### src/rtl/imem_pkg.sv
// Shared constants and loader state encoding for the instruction memory
// and its upstream byte-stream loader.
package imem_pkg;

  localparam int IMEM_DEPTH  = 64;
  localparam int IMEM_WORD_W = 16;
  localparam int IMEM_BYTE_W = 8;
  localparam logic [IMEM_WORD_W-1:0] IMEM_NOP = 16'h0000;

  // Loader FSM states; exposed on the loader's dbg_state port.
  typedef enum logic [2:0] {
    ST_IDLE    = 3'd0,
    ST_RECV_HI = 3'd1,
    ST_RECV_LO = 3'd2,
    ST_PAD     = 3'd3,
    ST_DRAIN   = 3'd4,
    ST_DONE    = 3'd5
  } loader_state_e;

endpackage

### src/rtl/imem_loader.sv
// Byte-stream loader for the instruction-memory shift register.
// Assembles big-endian words from a valid/ready byte stream, issues one
// registered shift pulse per word, pads with PAD_WORD until exactly DEPTH
// shifts have been issued, then pulses done.
//
// Handshake: a byte transfers on a rising clk edge where in_valid && in_ready.
// in_ready is a registered function of the FSM state only (high in RECV_HI,
// RECV_LO and DRAIN); in_data/in_last are only looked at on a transfer, and
// in_valid may drop at any cycle without losing data.
module imem_loader
  import imem_pkg::*;
#(
  parameter int DEPTH  = IMEM_DEPTH,
  parameter int WORD_W = IMEM_WORD_W,
  parameter int BYTE_W = IMEM_BYTE_W,
  parameter logic [WORD_W-1:0] PAD_WORD = IMEM_NOP,
  localparam int CNT_W = $clog2(DEPTH + 1)
) (
  input  logic              clk,
  input  logic              rst,
  input  logic              start,
  input  logic              in_valid,
  output logic              in_ready,
  input  logic [BYTE_W-1:0] in_data,
  input  logic              in_last,
  output logic              shift_enable,
  output logic [WORD_W-1:0] new_value,
  output logic              busy,
  output logic              done,
  output logic              error,
  output logic [CNT_W-1:0]  word_count,
  output logic [2:0]        dbg_state
);

  localparam logic [CNT_W-1:0] DEPTH_C = CNT_W'(DEPTH);
  localparam logic [CNT_W-1:0] LAST_WORD_C = CNT_W'(DEPTH - 1);

  loader_state_e     state_q;
  logic [BYTE_W-1:0] hi_q;
  logic              in_ready_q;
  logic              shift_enable_q;
  logic [WORD_W-1:0] new_value_q;
  logic              busy_q;
  logic              done_q;
  logic              error_q;
  logic [CNT_W-1:0]  word_count_q;

  // Loader FSM with byte latch, shift counter and all registered outputs.
  always_ff @(posedge clk or posedge rst) begin
    if (rst) begin
      state_q        <= ST_IDLE;
      hi_q           <= '0;
      in_ready_q     <= 1'b0;
      shift_enable_q <= 1'b0;
      new_value_q    <= '0;
      busy_q         <= 1'b0;
      done_q         <= 1'b0;
      error_q        <= 1'b0;
      word_count_q   <= '0;
    end else begin
      // Pulses default low; branches below raise them for one cycle.
      shift_enable_q <= 1'b0;
      done_q         <= 1'b0;
      case (state_q)
        ST_IDLE: begin
          if (start) begin
            state_q      <= ST_RECV_HI;
            word_count_q <= '0;
            error_q      <= 1'b0;
            busy_q       <= 1'b1;
            in_ready_q   <= 1'b1;
          end
        end

        ST_RECV_HI: begin
          if (in_valid) begin
            hi_q <= in_data;
            if (in_last) begin
              // Odd-length program: complete the word with a zero low byte.
              shift_enable_q <= 1'b1;
              new_value_q    <= {in_data, {BYTE_W{1'b0}}};
              word_count_q   <= word_count_q + 1'b1;
              error_q        <= 1'b1;
              in_ready_q     <= 1'b0;
              state_q        <= ST_PAD;
            end else begin
              state_q <= ST_RECV_LO;
            end
          end
        end

        ST_RECV_LO: begin
          if (in_valid) begin
            shift_enable_q <= 1'b1;
            new_value_q    <= {hi_q, in_data};
            word_count_q   <= word_count_q + 1'b1;
            if (in_last) begin
              // PAD issues zero shifts when this was word DEPTH.
              in_ready_q <= 1'b0;
              state_q    <= ST_PAD;
            end else if (word_count_q == LAST_WORD_C) begin
              // Memory full but the stream continues: swallow the rest.
              error_q <= 1'b1;
              state_q <= ST_DRAIN;
            end else begin
              state_q <= ST_RECV_HI;
            end
          end
        end

        ST_PAD: begin
          if (word_count_q < DEPTH_C) begin
            shift_enable_q <= 1'b1;
            new_value_q    <= PAD_WORD;
            word_count_q   <= word_count_q + 1'b1;
          end else begin
            done_q  <= 1'b1;
            busy_q  <= 1'b0;
            state_q <= ST_DONE;
          end
        end

        ST_DRAIN: begin
          if (in_valid && in_last) begin
            in_ready_q <= 1'b0;
            done_q     <= 1'b1;
            busy_q     <= 1'b0;
            state_q    <= ST_DONE;
          end
        end

        ST_DONE: begin
          // done is high during this cycle; a start here is not honoured.
          state_q <= ST_IDLE;
        end

        default: begin
          in_ready_q <= 1'b0;
          busy_q     <= 1'b0;
          state_q    <= ST_IDLE;
        end
      endcase
    end
  end

  assign in_ready     = in_ready_q;
  assign shift_enable = shift_enable_q;
  assign new_value    = new_value_q;
  assign busy         = busy_q;
  assign done         = done_q;
  assign error        = error_q;
  assign word_count   = word_count_q;
  assign dbg_state    = state_q;

endmodule

### config.mk
export PLATFORM = sky130hd
export DESIGN_NAME = imem_loader
export DESIGN_NICKNAME = d
export VERILOG_FILES = /design/src/rtl/imem_pkg.sv /design/src/rtl/imem_loader.sv
export SDC_FILE = /design/constraint.sdc
export NUM_CORES = 1
export LEC_CHECK = 0
export CAP_MARGIN = 25
export CORE_MARGIN = 4
export CORE_UTILIZATION = 27
export DETAILED_ROUTE_END_ITERATION = 10
export DONT_BUFFER_PORTS = 1
export PLACE_DENSITY_LB_ADDON = 0.3
export SETUP_SLACK_MARGIN = 0.02
export SLEW_MARGIN = 30
export SYNTH_ARGS = -nofsm -noshare
export SYNTH_HDL_FRONTEND = slang
export SYNTH_SLANG_ARGS = --single-unit
### constraint.sdc
create_clock -name clk -period 1.8 [get_ports clk]
set_input_delay 0.36 -clock clk [delete_from_list [all_inputs] [get_ports clk]]
set_output_delay 0.36 -clock clk [all_outputs]
set_load 0.01 [all_outputs]
# --- Word level (Yosys, flattened, before mapping) ---
# Cells that the tools add are included.
classes:
  eq_ne: 17
  n_lt_le_gt_ge: 1
  n_reduce_logical: 15
  n_addsub: 1
  n_bitwise: 2
  n_mux: 42
ops:
  columns: ["op", "count"]
  rows:
  - ["$mux 16", 4]
  - ["$pmux 16 s3", 1]
  - ["$mux 7", 5]
  - ["$pmux 7 s4", 1]
  - ["$mux 3", 7]
  - ["$mux 1", 18]
  - ["$ne 2x2->1 const B", 9]
  - ["$pmux 3 s5", 1]
  - ["$reduce_and 5->1", 3]
  - ["$pmux 1 s4", 2]
  - ["$add 7x1->7 const B", 1]
  - ["$eq 7x6->1 const B", 1]
  - ["$lt 7x7->1 const B", 1]
  - ["$reduce_and 7->1", 1]
  - ["$eq 3x2->1 const B", 2]
  - ["$eq 3x3->1 const B", 2]
  - ["$pmux 1 s3", 2]
  - ["$reduce_and 6->1", 1]
  - ["$reduce_bool 3->1", 2]
  - ["$ne 2x1->1 const B", 2]
  - ["$reduce_and 4->1", 1]
  - ["$reduce_bool 4->1", 1]
  - ["$reduce_or 2->1", 2]
  - ["$eq 3x1->1 const B", 1]
  - ["6 further kinds", 7]
totals:
  ff_bits: 39
  output_inout_bits: 31
  input_bits: 13

# --- Longest topological paths before layout ---
# Gate-level depths: netlist of the first run.
logic_depth:
  word_depth: 5
  mapped_depth: 6
  ltp_nobuf: 5

# --- Worst setup path after synthesis of the first run ---
# No wires, ideal clock.
synth_timing:
  path_kind: "register -> register"
  startpoint: "register word_count_q[0], in the netlist word_count[0]"
  endpoint: "register state_q[2], in the netlist dbg_state[2]"
  arrival_time_ns: 1.593
  t_required_ns: 1.718
  setup_time_ns: 0.082
  path_stages_with_launch: 6
  period_less_slack_ns: 1.675
  path_slack_ns: 0.125
  cell_sequence: "dfrtp_1 -> ha_1 -> nand3_2 -> or3_4 -> or3_1 -> a31oi_1"
synth_between:
  elab_chain_cells: 5
  word_cells_on_any_way: 8
  classes_between: "order compare: 1; eq/ne: 2; mux: 4; reduce/logical: 1"
synth_rtl:
  columns: ["item", "line", "source"]
  rows:
  - ["from (decl)", "imem_loader.sv:46", "logic [CNT_W-1:0] word_count_q;"]
  - ["from (signal assigned)", "imem_loader.sv:82", "word_count_q <= word_count_q + 1'b1;"]
  - ["from (signal assigned)", "imem_loader.sv:96", "word_count_q <= word_count_q + 1'b1;"]
  - ["from (signal assigned)", "imem_loader.sv:115", "word_count_q <= word_count_q + 1'b1;"]
  - ["branches (longest 5 deep; another with $lt 7x7->1)", null, null]
  - ["to (signal assigned)", "imem_loader.sv:67", "state_q <= ST_RECV_HI;"]
  - ["to (signal assigned)", "imem_loader.sv:100", "state_q <= ST_PAD;"]
  - ["to (signal assigned)", "imem_loader.sv:104", "state_q <= ST_DRAIN;"]
  - ["to (decl)", "imem_loader.sv:38", "loader_state_e state_q;"]
# Several ways; the timed one is not identified. The select of a mux whose other input is x is not followed.
# A chain may end at the register's enable or synchronous reset.

# --- Final worst setup path of the first run ---
layout_timing:
  startpoint: "register state_q[0], in the netlist dbg_state[0]"
  endpoint: "register word_count_q[5], in the netlist word_count[5]"
layout_between:
  elab_chain_cells: 3
  word_cells_on_any_way: 12
  classes_between: "eq/ne: 8; mux: 1; reduce/logical: 3"
layout_rtl:
  columns: ["item", "line", "source"]
  rows:
  - ["from (signal assigned)", "imem_loader.sv:51", "state_q <= ST_IDLE;"]
  - ["from (signal assigned)", "imem_loader.sv:67", null]
  - ["from (signal assigned)", "imem_loader.sv:85", "state_q <= ST_PAD;"]
  - ["$eq 3x2->1, or another cell as far along", "imem_loader.sv:64", "case (state_q)"]
  - ["$reduce_bool 4->1 (no source line) or $ne 2x2->1 (tied branches)", null, null]
  - ["$reduce_and 6->1 (no source line)", null, null]
# Several ways; a longest one is shown, not always the timed one.

==> results of run 1 <==
## final cells by class
cell class,instances,area [µm²],share of cell area
clock buffers,5,68.82,0.02877
clock inverters,3,43.79,0.01831
inverters,11,41.29,0.01726
multi-input cells,137,942.2,0.3938
flip-flops and latches,39,975.9,0.4080
well taps,99,123.9,0.05178
repair buffers,24,196.4,0.08211
## cells in the mapped netlist (3+ instances only)
| library cell | number | share of area |
|---|---|---|
| nor2_1 | 14 | 0.026 |
| buf_2 | 3 | 0.0073 |
| nand3b_1 | 3 | 0.011 |
| a211o_2 | 3 | 0.015 |
| dfrtp_1 | 39 | 0.48 |
| clkbuf_1 | 3 | 0.0055 |
| a21oi_1 | 19 | 0.046 |
| nor4_1 | 3 | 0.0092 |
| inv_1 | 11 | 0.020 |
| nand2b_1 | 4 | 0.012 |
| mux2_2 | 9 | 0.050 |
| buf_6 | 4 | 0.022 |
| buf_4 | 3 | 0.011 |
| nand3_1 | 10 | 0.024 |
| nor3b_1 | 10 | 0.037 |
| o21ai_0 | 15 | 0.037 |
| nand2_1 | 6 | 0.011 |
## per-layer routing
layer	wire, µm	up-vias	part of all wire	global-route usage
li1	-	756	-	-
met3	371	7	0.074	0.04025
met2	2406	42	0.48	0.1796
met5	0	-	0	0
met4	75	0	0.015	0.04447
met1	2140	785	0.43	0.1488
## power by group
group / total, mW / leakage (nW) / switching [mW] / internal, mW
combinational: 2.02 / 0.421 / 1.04 / 0.982
clock: 0.746 / 0.0581 / 0.333 / 0.413
sequential: 1.65 / 0.467 / 0.381 / 1.27
total: 4.42 / 0.946 / 1.75 / 2.67
## cells by family (layout without fill, tap and decap cells)
group	Yosys count	after routing	share of synthesized area
mux	9	9	0.04951
compound gates	58	58	0.1999
fa+ha+maj	1	1	0.006111
flops	39	39	0.4768
buf+inv	24	43	0.06601
simple gates	69	69	0.2017
## registers in the layout (all words and copies together), names as in the netlist
signal        count
new_value        16
hi_q              8
word_count        7
dbg_state         3
busy              1
done              1
error             1
in_ready          1
shift_enable      1
## stage by stage
stage / util / total power, mW / setup WS (ps) / hold slack (ps) / area, µm²
CTS: 0.3267 / 4.468 / 125.0 / 95.74 / 2382
global placement: 0.3113 / 3.676 / 130.1 / 415.2 / 2270
finish: 0.3281 / 4.419 / 108.0 / 68.79 / 2392
detailed placement: 0.3113 / 3.702 / 139.2 / 415.9 / 2270
floorplan: - / 3.099 / 125.1 / 472.3 / 2047
global route: 0.3281 / 4.790 / 38.96 / 115.9 / 2392
## worst paths after layout
check / end / cells past startpoint
min: word_count[3] / 2
max in group asynchronous: word_count[6] / 2
min reg2reg: hi_q[0] / 1
max reg2reg: word_count[5] / 4
max: word_count[5] / 4
min in group clk: dbg_state[1] / 2
==> impl_metrics.ini, run 1 <==
[sta]
drv_slew = 0
finalHoldViolations = 0
worst_pin_slew_ps = 511.9
clock_skew_ps = 4.316
tns_ps = 0
rsz0062_at_grt = no
fmax_mhz = 591.0
post-route-period-util = 0.9400
final.min_clock_period_ps = 1692
relSlewSlack = 0.6587
finalSetupViolCount = 0

[logic_synthesis]
seq_area_frac_synth = 0.4768
yosysWarningCount = 0
synth_ff_type = dfrtp_1
synth.distinct_cells = 52
synth_fp_nets = 214
synth_edf_count = 0
syn_avg_cell_area_um2 = 10.23
synthCells = 200
async_flop_share = 1.000
synth_area_um2 = 2047
ys_ff_latch = 39

[global_route]
grtUsageTotal = 0.1161
overflow = 0
grt_pass1_vias = 1565
grt_pass1_wl_mm = 8.176
grt_max_degree = 40
antenna_found_initial = 0

[worst_setup_path]
cp_cell_sequence = buf_4 -> or2_2 -> and2_1 -> a221o_1
arrival_ps = 1870
critPathKind = reg2reg
crit_start = dbg_state[0]
rrSetupSlack_ps = 110
required_ps = 1980
critPathCaptureType = flop
worst-path-max-fanout = 9
start_kind = flop
cpMaxStageDelayCell = dfrtp_1
rr_startpoint = dbg_state[0]
cpLargestDelayFamily = simple AND/OR/NAND/NOR gates
slowest_delay_ps = 490
critical_path_buf_inv_count = 1

[pwr]
power_density_nw_per_um2 = 1847
ir_drop_mv = 0.7110
leakagePower_nw = 0.9458

[die]
fp.dieH_um = 95.07
num_rows = 31
die_area_um2 = 9038
die_w_um = 95.07
coreArea_um2 = 7292
ioPinCount = 44
start_util = 0.2807

[cts]
cts_buffers = 5
cts_tree = built
htree_num_levels = 2
clock_latency_ps = 290
clkSinkCount = 39
cts_buffer_depth = 2
ctsResizeCount = 0
root_buffer = clkbuf_8
clk_pin_slew_worst_paths_ps = 80
post-cts-setup-buffers = 0
holdBufCountCts = 0

[run_status]
status = complete, no violations

[worst_hold_path]
hold_path_class = in2async

[cells_and_area]
nets = 232
final_common_cell = dfrtp_1
area_growth_pct = 16.87
final_cell_mix = 39 x dfrtp_1, 22 x buf_4, 19 x a21oi_1
final_cell_count_no_fill = 318
diodes = 0
drive_gt1_frac = 0.2603
fillers = 788

[route]
ant_nets = 0
routed_via_density = 5.000
route.vias.total = 1590
wl_per_cell_um = 15.70
drt_iter0_markers = 134
first_pass_iters = 4
drcViolationCount = 0
drt-total-wl_mm = 4.994

[place]
hpwl_mm = 3.467
dp.cells = 310
gp_congestion = 0.8651
portBuffers = 0

[flow_run]
max-cap-violations = 0
Note: power is estimated with default switching activity, not from simulation.
==> inputs of run 2 (changes only) <==
- ABC_CLOCK_PERIOD_IN_PS: unset -> 1800
==> results of run 2 <==
Same layout as run 1: the final DEF is identical, and so are final timing and power.
